`src/rtl/vga_pkg.sv`:
```
// Shared VGA definitions: coordinate/colour widths and the banner sequencer state encoding.
package vga_pkg;

  localparam int X_W      = 8;
  localparam int Y_W      = 7;
  localparam int COLOUR_W = 9;

  typedef enum logic [2:0] {
    ST_IDLE = 3'd0,
    ST_ARM  = 3'd1,
    ST_WAIT = 3'd2,
    ST_PLOT = 3'd3,
    ST_HOLD = 3'd4,
    ST_DONE = 3'd5
  } state_e;

  function automatic logic is_active(input state_e s);
    return (s != ST_IDLE);
  endfunction

endpackage

```
`src/rtl/cycle_counter.sv`:
```
// Saturating up-counter with synchronous clear; o_last flags the terminal count MAX.
module cycle_counter #(
  parameter int MAX = 1,
  parameter int W   = $clog2(MAX + 1)
) (
  input  logic         i_clk,
  input  logic         i_reset,
  input  logic         i_clear,
  input  logic         i_en,
  output logic [W-1:0] o_count,
  output logic         o_last
);

  logic [W-1:0] r_count;

  // Count register; saturates at MAX so it can never wrap.
  always_ff @(posedge i_clk) begin
    if (i_reset) begin
      r_count <= '0;
    end else if (i_clear) begin
      r_count <= '0;
    end else if (i_en && !o_last) begin
      r_count <= r_count + W'(1);
    end else begin
      r_count <= r_count;
    end
  end

  assign o_count = r_count;
  assign o_last  = (r_count == W'(MAX));

endmodule

```
`src/rtl/stage_screen_sequencer.sv`:
```
// Sequences one full-screen banner: releases the ROM drawer, forwards one frame of
// pixels to the VGA adapter, holds the image, then pulses o_screen_done.
module stage_screen_sequencer
  import vga_pkg::*;
#(
  parameter int PIXELS      = 3200,
  parameter int LATENCY     = 2,
  parameter int HOLD_CYCLES = 50_000_000,
  parameter int DONE_WIN    = 2
) (
  input  logic                i_clk,
  input  logic                i_reset,
  input  logic                i_start,
  input  logic                i_abort,
  input  logic [X_W-1:0]      i_draw_x,
  input  logic [Y_W-1:0]      i_draw_y,
  input  logic [COLOUR_W-1:0] i_draw_colour,
  input  logic                i_draw_done,
  output logic                o_draw_resetn,
  output logic [X_W-1:0]      o_vga_x,
  output logic [Y_W-1:0]      o_vga_y,
  output logic [COLOUR_W-1:0] o_vga_colour,
  output logic                o_plot,
  output logic                o_busy,
  output logic                o_screen_done,
  output logic                o_error
);

  localparam int PIX_W  = $clog2(PIXELS);
  localparam int HOLD_W = $clog2(HOLD_CYCLES + 1);

  state_e r_state, w_step, w_next;

  logic [PIX_W-1:0]  w_pix_count;
  logic [HOLD_W-1:0] w_hold_count;
  logic w_pix_last, w_pix_en, w_pix_clear, w_wait_last;
  logic w_hold_last, w_hold_en, w_hold_clear;
  logic w_accept, w_done_win, w_resetn_next;

  logic                r_done_seen, r_error;
  logic                r_draw_resetn, r_plot, r_busy, r_screen_done;
  logic [X_W-1:0]      r_vga_x;
  logic [Y_W-1:0]      r_vga_y;
  logic [COLOUR_W-1:0] r_vga_colour;

  // The pixel counter also times the WAIT latency; it is cleared again on entry to PLOT.
  assign w_wait_last  = (w_pix_count == PIX_W'(LATENCY - 1));
  assign w_pix_en     = (r_state == ST_WAIT) || (r_state == ST_PLOT);
  assign w_pix_clear  = !w_pix_en || ((r_state == ST_WAIT) && w_wait_last);
  assign w_hold_en    = (r_state == ST_HOLD);
  assign w_hold_clear = (r_state != ST_HOLD);
  assign w_accept     = (r_state == ST_IDLE) && i_start && !i_abort;
  assign w_done_win   = (r_state == ST_PLOT) ||
                        ((r_state == ST_HOLD) && (w_hold_count < HOLD_W'(DONE_WIN)));

  cycle_counter #(.MAX(PIXELS - 1), .W(PIX_W)) u_pix_cnt (
    .i_clk   (i_clk),
    .i_reset (i_reset),
    .i_clear (w_pix_clear),
    .i_en    (w_pix_en),
    .o_count (w_pix_count),
    .o_last  (w_pix_last)
  );

  cycle_counter #(.MAX(HOLD_CYCLES - 1), .W(HOLD_W)) u_hold_cnt (
    .i_clk   (i_clk),
    .i_reset (i_reset),
    .i_clear (w_hold_clear),
    .i_en    (w_hold_en),
    .o_count (w_hold_count),
    .o_last  (w_hold_last)
  );

  always_comb begin
    w_step        = r_state;
    w_resetn_next = 1'b0;
    case (r_state)
      ST_IDLE: w_step = w_accept ? ST_ARM : ST_IDLE;
      ST_ARM:  w_step = ST_WAIT;
      ST_WAIT: w_step = w_wait_last ? ST_PLOT : ST_WAIT;
      ST_PLOT: w_step = w_pix_last ? ST_HOLD : ST_PLOT;
      ST_HOLD: w_step = w_hold_last ? ST_DONE : ST_HOLD;
      ST_DONE: w_step = ST_IDLE;
      default: w_step = ST_IDLE;
    endcase
    w_next = i_abort ? ST_IDLE : w_step;
    // Drawer stays enabled only for the first DONE_WIN HOLD cycles so it cannot start a second frame.
    case (w_next)
      ST_WAIT, ST_PLOT: w_resetn_next = 1'b1;
      ST_HOLD: w_resetn_next = (r_state == ST_HOLD) ?
                               (w_hold_count < HOLD_W'(DONE_WIN - 1)) : 1'b1;
      default: w_resetn_next = 1'b0;
    endcase
  end

  always_ff @(posedge i_clk) begin
    if (i_reset) begin
      r_state <= ST_IDLE;
    end else begin
      r_state <= w_next;
    end
  end

  always_ff @(posedge i_clk) begin
    if (i_reset) begin
      r_done_seen <= 1'b0;
      r_error     <= 1'b0;
    end else begin
      if (w_accept) begin
        r_done_seen <= 1'b0;
      end else if (w_done_win && i_draw_done) begin
        r_done_seen <= 1'b1;
      end else begin
        r_done_seen <= r_done_seen;
      end
      // The error verdict is taken on the last cycle of the done window, so a done on that cycle still counts.
      if (w_accept) begin
        r_error <= 1'b0;
      end else if ((r_state == ST_HOLD) && !i_abort &&
                   (w_hold_count == HOLD_W'(DONE_WIN - 1)) &&
                   !(r_done_seen || i_draw_done)) begin
        r_error <= 1'b1;
      end else begin
        r_error <= r_error;
      end
    end
  end

  always_ff @(posedge i_clk) begin
    if (i_reset) begin
      r_draw_resetn <= 1'b0;
      r_plot        <= 1'b0;
      r_busy        <= 1'b0;
      r_screen_done <= 1'b0;
      r_vga_x       <= '0;
      r_vga_y       <= '0;
      r_vga_colour  <= '0;
    end else begin
      r_draw_resetn <= w_resetn_next;
      r_plot        <= (r_state == ST_PLOT) && !i_abort;
      r_busy        <= is_active(w_next);
      r_screen_done <= (w_next == ST_DONE);
      if (r_state == ST_PLOT) begin
        r_vga_x      <= i_draw_x;
        r_vga_y      <= i_draw_y;
        r_vga_colour <= i_draw_colour;
      end else begin
        r_vga_x      <= r_vga_x;
        r_vga_y      <= r_vga_y;
        r_vga_colour <= r_vga_colour;
      end
    end
  end

  assign o_draw_resetn = r_draw_resetn;
  assign o_plot        = r_plot;
  assign o_busy        = r_busy;
  assign o_screen_done = r_screen_done;
  assign o_error       = r_error;
  assign o_vga_x       = r_vga_x;
  assign o_vga_y       = r_vga_y;
  assign o_vga_colour  = r_vga_colour;

endmodule

```
`config.mk`:
```
export PLATFORM = sky130hd
export DESIGN_NAME = stage_screen_sequencer
export DESIGN_NICKNAME = d
export VERILOG_FILES = /design/src/rtl/vga_pkg.sv /design/src/rtl/cycle_counter.sv /design/src/rtl/stage_screen_sequencer.sv
export SDC_FILE = /design/constraint.sdc
export NUM_CORES = 1
export LEC_CHECK = 0
export BUFFER_PORTS_ARGS = -buffer_cell sky130_fd_sc_hd__buf_2
export CAP_MARGIN = 15
export CELL_PAD_IN_SITES_DETAIL_PLACEMENT = 1
export CELL_PAD_IN_SITES_GLOBAL_PLACEMENT = 1
export CORE_UTILIZATION = 41
export CTS_CLUSTER_DIAMETER = 100
export DETAILED_ROUTE_END_ITERATION = 8
export PLACE_DENSITY_LB_ADDON = 0.1
export SYNTH_ARGS = -nofsm -noshare
export SYNTH_HDL_FRONTEND = slang
export SYNTH_SLANG_ARGS = --single-unit
export TNS_END_PERCENT = 10
```
`constraint.sdc`:
```
create_clock -name i_clk -period 2.5 [get_ports i_clk]
set_input_delay 0 -clock i_clk [delete_from_list [all_inputs] [get_ports i_clk]]
set_output_delay 0 -clock i_clk [all_outputs]
set_load 0.01 [all_outputs]
```
==> results.toml, run 1 <==
[global_routing]
global_route.usage.total = 0.2284
global_route.overflow_total = 0
wire_length_of_the_first_global_routing_pass_mm = 14.69
antenna_violations_before_repair = 0
grt_start_max_net_pins = 30
number_of_global_route_vias_before_repair = 2859

[worst_setup_path]
crit_type = "flip-flop to flip-flop"
startpoint_type = "flip-flop"
crit_path_capture_type = "flip-flop"
worst-path-max-fanout = 5
cpPeakStageDelay_ps = 590
sequence_of_cells_on_the_critical_path = "ha_1 > nand4_1 > nor4_1 > o22ai_1 > o31ai_1 > nor2b_1"
worstPathRequired_ps = 2720
arrival_ps = 2370
slowest_stage = "sky130_fd_sc_hd__nor4_1"

[die]
num_io_pins = 58
die_area_um2 = 8086
std_cell_rows = 31
fp.dieW_um = 89.92
initial_core_util = 0.4301
core_area_um2 = 7370
dieHeight_um = 89.92

[timing]
finClkSkew_ps = 11.13
hold_viol_final = 0
timing.slew.headroom = 0.3182
whs_ps = 16.80
slew_viol_final = 0
worst_slew_pin_slew_ps = 1023
layout_worst_path_cycle_share = 0.8613
setup_viol_count_final = 0
finalSetupTns_ps = 0
rsz0062_at_grt = "no"
final.min_clock_period_ps = 2153
fmaxAchievable_ghz = 0.4644

[pwr]
power.combinational.fraction = 0.036
switching_component_of_the_power_uw = 463.2
power.internal_uw = 1692
clkPwrFrac = 0.438
irDropWorstVdd_mv = 0.3258
powerDensity_nw_per_um2 = 539.3
net_sw_frac = 0.2149
p_leak_uw = 0.001512
power.sequential.fraction = 0.526

[final_layout]
n_fill_cell = 907
mostFrequentLayoutCell = "sky130_fd_sc_hd__dfxtp_1"
finalInstanceArea_um2 = 3996
area_growth_pct = 26.10
layout.area.seq_um2 = 1421
drive_above_1_share = 0.1867
final_net_count = 495
fin_util = 0.5423
final_cell_mix = "71 x sky130_fd_sc_hd__dfxtp_1, 70 x sky130_fd_sc_hd__nand2_1, 57 x sky130_fd_sc_hd__buf_2"
area_used_by_multi_input_combinational_logic_um2 = 1644
insertedDiodeCount = 0

[logic_synthesis]
post_synth_num_cell_types = 47
synth_edf_count = 0
synth_warnings = 0
synth_cells = 380
portion_of_the_post_synthesis_area_used_by_sequential_elements = 0.4485
netlist.top_cell.by_area = "sky130_fd_sc_hd__dfxtp_1"
synth.area.top_cells = "sky130_fd_sc_hd__dfxtp_1 45%, sky130_fd_sc_hd__nand2_1 8.3%, sky130_fd_sc_hd__nor2_1 5.8%"
syn_avg_cell_area_um2 = 8.340
post_syn_nets = 414
netlist_area_um2 = 3169
post_synthesis_register_bit_count = 71
dominantRegCellSynth = "sky130_fd_sc_hd__dfxtp_1"
synth_top_area_share = 0.4485
ys_async_sr_fraction = 0

[cts]
clock-sinks = 71
post_cts_buffers = 0
cts.root.buffer_cell = "sky130_fd_sc_hd__clkbuf_8"
worst_skew_pair.late_latency_ps = 340
tritoncts.num_buffers = 9
cts_repair_resize_count = 0
path_clk_slew_ps = 80
cts_max_level = 3
tritoncts_clock_tree = "built"
clock_path_buffers = 2

[detailed_routing]
routed-via-count = 2899
route.detailed.wl_per_inst_um = 15.42
detailedRoute.firstIterationViolations = 120
final_routed_wirelength_mm = 8.711
remaining_drc_errors = 0
firstDrtPassIters = 4
avgViaCountPerCell = 5.131
drtAntennaViolNets = 0

[placement]
number_of_input_and_output_port_buffers_inserted = 57
post_dp_cell_area_um2 = 3538
gpl.final_weighted_congestion = 0.7741
post-dp-hpwl_mm = 5.852

[worst_hold_path]
worstHoldPathType = "primary input to flip-flop"

[job]
timing.max_cap.violations = 0

[run_status]
run_status = "finished, final reports clean"
## path summary, 6_finish.rpt
kind / cells past startpoint / from / end / slack (ps)
worst min-delay path: 3 / i_start / o_busy$_SDFF_PP0_ / 20
worst max-delay path: 6 / u_pix_cnt.o_count[0]$_SDFFE_PP0P_ / o_screen_done$_SDFF_PP0_ / 350
worst min register to register: 2 / o_vga_x[6]$_SDFFE_PP0N_ / o_vga_x[6]$_SDFFE_PP0N_ / 450
worst max register to register: 6 / u_pix_cnt.o_count[0]$_SDFFE_PP0P_ / o_screen_done$_SDFF_PP0_ / 350
## critical path, delay by kind of cell (launching register included)
family | cells | cell delay (ps)
simple gates | 3 | 890
fa+ha+maj | 1 | 240
flops | 1 | 430
compound gates | 2 | 470
## state kept, by name, summed over array words and instances (netlist names)
signal and cells:
o_screen_done 1, o_vga_colour 9, r_done_seen 1, o_vga_x 8
o_draw_resetn 1, o_error 1, u_pix_cnt.o_count 12, o_busy 1
u_hold_cnt.o_count 26, r_state 3, o_vga_y 7, o_plot 1
## stage by stage
| stage | cells | power, uW | setup WS (ps) |
|---|---|---|---|
| 2_1_floorplan | 380 | 1176 | 748.0 |
| 3_3_place_gp | 524 | 1204 | 496.5 |
| 3_5_place_dp | 524 | 1205 | 388.6 |
| 4_1_cts | 565 | 2185 | 366.7 |
| 5_1_grt | 565 | 2235 | 72.90 |
| 6_report | 565 | 2155 | 346.8 |
## power groups by stage
stage | logic (uW) | clock network (uW) | registers [uW]
final | 77.3 | 944 | 1130
after global routing | 84.0 | 1020 | 1130
after CTS | 76.3 | 975 | 1130
after detailed placement | 45.2 | 0 | 1160
after global placement | 44.1 | 0 | 1160
after floorplan | 16.3 | 0 | 1160
## Yosys cell counts, types with 4 or more instances
cell type                   n
sky130_fd_sc_hd__dfxtp_1   71
sky130_fd_sc_hd__nand2_1   70
sky130_fd_sc_hd__nor2_1    49
sky130_fd_sc_hd__a21oi_1   27
sky130_fd_sc_hd__xor2_1    17
sky130_fd_sc_hd__clkbuf_1  13
sky130_fd_sc_hd__nand3_1   13
sky130_fd_sc_hd__xnor2_1   12
sky130_fd_sc_hd__nand4_1   11
sky130_fd_sc_hd__inv_1      9
sky130_fd_sc_hd__nor3_1     9
sky130_fd_sc_hd__and3_1     7
sky130_fd_sc_hd__nor4_1     6
sky130_fd_sc_hd__ha_1       5
sky130_fd_sc_hd__o21ai_1    5
sky130_fd_sc_hd__o31ai_1    5
sky130_fd_sc_hd__a211oi_1   4
sky130_fd_sc_hd__and4_1     4
## kinds of logic after synthesis
kind of cell | synth area share
simple gates | 0.3202
flops | 0.4485
compound gates | 0.09554
xor+xnor | 0.08014
buf+inv | 0.03277
fa+ha+maj | 0.01974
mux | 0.003158
## repair_timing
item,CTS,global route
setup endpoints to repair,0,0
endpoints found under the hold margin,25,0
hold buffers,25,0
## area by class of cell
cell class,instances,area share
timing repair buffer,86,0.1415
multi-input combinational,284,0.4114
tap,99,0.03100
sequential,71,0.3557
inverter,9,0.008453
clock inverter,5,0.01409
clock buffer,11,0.03788
## layer usage
layer  up-vias  global-route usage  share of wire
met2        56              0.3769           0.48
met4         0             0.07124          0.012
met1      1372              0.3001           0.48
li1       1463                   -              -
met5         -                   0              0
met3         8             0.04653          0.037
Power figures use the tool's default switching activity.
==> run 2, diff against run 1 <==
==> constraint.sdc (replaced) <==
create_clock -name i_clk -period 2.5 [get_ports i_clk]
set_input_delay 0.5 -clock i_clk [delete_from_list [all_inputs] [get_ports i_clk]]
set_output_delay 0.5 -clock i_clk [all_outputs]
set_load 0.01 [all_outputs]
==> run 2 against run 1 <==
Net effect:
- setup slack better by 54 ps
- maximum frequency is 2.6% higher
- global-route usage is 1.8 points lower
- clock skew is 4.8 ps lower
- first-iteration DRC count is 30% lower
- clock-buffer cell count is 1 higher
- clock power is 3.6% lower
- largest cell class unchanged
- cell area is 6.5% lower
- critical endpoint unchanged
- hold slack better by 360 ps
- non-clock buffer count is 24 lower
- core utilization is 3.5 points lower
- register-to-register slack better by 50 ps
==> results.toml, run 2 (synthesis gave the netlist of run 1 again) <==
[final_layout]
final_cell_mix = "71 x sky130_fd_sc_hd__dfxtp_1, 70 x sky130_fd_sc_hd__nand2_1, 57 x sky130_fd_sc_hd__buf_2"
drive_above_1_share = 0.1946
final_net_count = 471
number_of_flip_flops_under_the_largest_register_name = 26
mostFrequentLayoutCell = "sky130_fd_sc_hd__dfxtp_1"
finalInstanceArea_um2 = 3736
area_growth_pct = 17.88
n_fill_cell = 918
layout.cells.non_filler = 541
insertedDiodeCount = 0

[pwr]
design_power_total_uw = 2089
power.internal_uw = 1637
switching_component_of_the_power_uw = 452.6
powerDensity_nw_per_um2 = 559.2
power.combinational.fraction = 0.021
net_sw_frac = 0.2166
power.sequential.fraction = 0.543
irDropWorstVdd_mv = 0.3289
p_leak_uw = 0.001407
clkPwrFrac = 0.436

[worst_setup_path]
crit_type = "flip-flop to flip-flop"
arrival_ps = 2340
gate_family_responsible_for_the_most_delay_along_the_worst_path = "simple AND/OR/NAND/NOR gates"
crit_path_capture_type = "flip-flop"
startpoint_type = "flip-flop"
timing.rr.start = "u_pix_cnt.o_count[0]$_SDFFE_PP0P_"
cpPeakStageDelay_ps = 580
reg2reg_to = "o_screen_done$_SDFF_PP0_"
timing.critical_path.buf_inv = 0
worst-path-max-fanout = 5
sequence_of_cells_on_the_critical_path = "ha_1 > nand4_1 > nor4_1 > o22ai_1 > o31ai_1 > nor2b_1"
worstPathRequired_ps = 2740
timing.reg2reg.setup_slack_ps = 400
slowest_stage = "sky130_fd_sc_hd__nor4_1"
reg2regPathDepth = 6

[die]
initial_core_util = 0.4301
num_io_pins = 58
core_area_um2 = 7370
dieHeight_um = 89.92
die_area_um2 = 8086
fp.dieW_um = 89.92
std_cell_rows = 31

[global_routing]
number_of_global_route_vias_before_repair = 2707
global_route.usage.total = 0.2106
global_route.overflow_total = 0
grt_start_max_net_pins = 30
wire_length_of_the_first_global_routing_pass_mm = 13.52
antenna_violations_before_repair = 0

[timing]
worst_slew_pin_slew_ps = 603.0
finalSetupTns_ps = 0
setup_viol_count_final = 0
hold_viol_final = 0
layout_worst_path_cycle_share = 0.8395
fmaxAchievable_ghz = 0.4765
slew_viol_final = 0
rsz0062_at_grt = "no"
finClkSkew_ps = 6.292
timing.slew.headroom = 0.5943
final.min_clock_period_ps = 2099

[detailed_routing]
detailedRoute.firstIterationViolations = 84
remaining_drc_errors = 0
firstDrtPassIters = 4
final_routed_wirelength_mm = 7.971
routed-via-count = 2809
route.detailed.wl_per_inst_um = 14.73
drtAntennaViolNets = 0
avgViaCountPerCell = 5.192

[job]
timing.max_cap.violations = 0

[worst_hold_path]
worst_hold_path.num_cells = 3
worstHoldPathType = "primary input to flip-flop"
holdCritStartpoint = "i_draw_x[4]"
whs_endpoint = "o_vga_x[4]$_SDFFE_PP0N_"

[placement]
number_of_input_and_output_port_buffers_inserted = 57
numPlacedInstances = 525
gpl.final_weighted_congestion = 0.7640
post_dp_cell_area_um2 = 3546
post-dp-hpwl_mm = 5.742

[run_status]
run_status = "finished, final reports clean"

[cts]
cts_max_level = 3
worst_skew_pair.late_latency_ps = 350
path_clk_slew_ps = 70
cts_hold_buf = 0
post_cts_buffers = 0
clock-sinks = 71
cts.root.buffer_cell = "sky130_fd_sc_hd__clkbuf_8"
tritoncts_clock_tree = "built"
clock_path_buffers = 2
tritoncts.num_buffers = 9
cts_repair_resize_count = 0
-- run 2: metal layers --
layer  part of all wire  global-route usage  wire length (um)
met3              0.041             0.05076               323
met4              0.019             0.08737               153
met1               0.50              0.2843              3965
met2               0.44              0.3224              3529
met5                  0                   0                 0
-- run 2: worst register-to-register path: stages, from the launching register on --
cell	delay, ps
sky130_fd_sc_hd__dfxtp_1	410
sky130_fd_sc_hd__ha_1	220
sky130_fd_sc_hd__nand4_1	210
sky130_fd_sc_hd__nor4_1	580
sky130_fd_sc_hd__o22ai_1	180
sky130_fd_sc_hd__o31ai_1	300
sky130_fd_sc_hd__nor2b_1	90
-- run 2: how the worst max path moves through the flow --
stage,start,end,slack [ps],cells past startpoint
after floorplan,r_state[1]$_SDFF_PP0_,u_hold_cnt.o_count[24]$_SDFFE_PP0P_,750,6
after global placement,u_pix_cnt.o_count[0]$_SDFFE_PP0P_,o_screen_done$_SDFF_PP0_,500,6
after detailed placement,u_pix_cnt.o_count[0]$_SDFFE_PP0P_,o_screen_done$_SDFF_PP0_,430,6
after CTS,u_pix_cnt.o_count[0]$_SDFFE_PP0P_,o_screen_done$_SDFF_PP0_,420,6
after global routing,u_pix_cnt.o_count[0]$_SDFFE_PP0P_,o_screen_done$_SDFF_PP0_,230,6
final,u_pix_cnt.o_count[0]$_SDFFE_PP0P_,o_screen_done$_SDFF_PP0_,400,6
-- run 2: per-stage QoR --
stage               worst slack, ps  utilization  hold WS (ps)
finish                        401.1       0.5070         375.8
global route                  233.9       0.5070         374.2
CTS                           415.4       0.5070         364.7
detailed placement            428.8       0.4812         445.6
global placement              496.8       0.4812         438.1
floorplan                     748.0            -         471.9
-- run 2: cell type report --
| class | count | area (um2) | share of cell area |
|---|---|---|---|
| multi-input combinational | 284 | 1644 | 0.4401 |
| sequential | 71 | 1421 | 0.3804 |
| inverter | 9 | 33.78 | 0.009042 |
| timing repair buffer | 62 | 322.8 | 0.08640 |
| clock inverter | 4 | 45.04 | 0.01206 |
| tap | 99 | 123.9 | 0.03315 |
| clock buffer | 12 | 145.1 | 0.03885 |
-- run 2: power groups by stage --
stage	clock network (uW)	logic (uW)	registers (uW)
floorplan	0	16.3	1160
global placement	0	44.4	1160
detailed placement	0	44.6	1160
CTS	940	44.9	1130
global route	981	49.4	1130
finish	910	44.9	1130
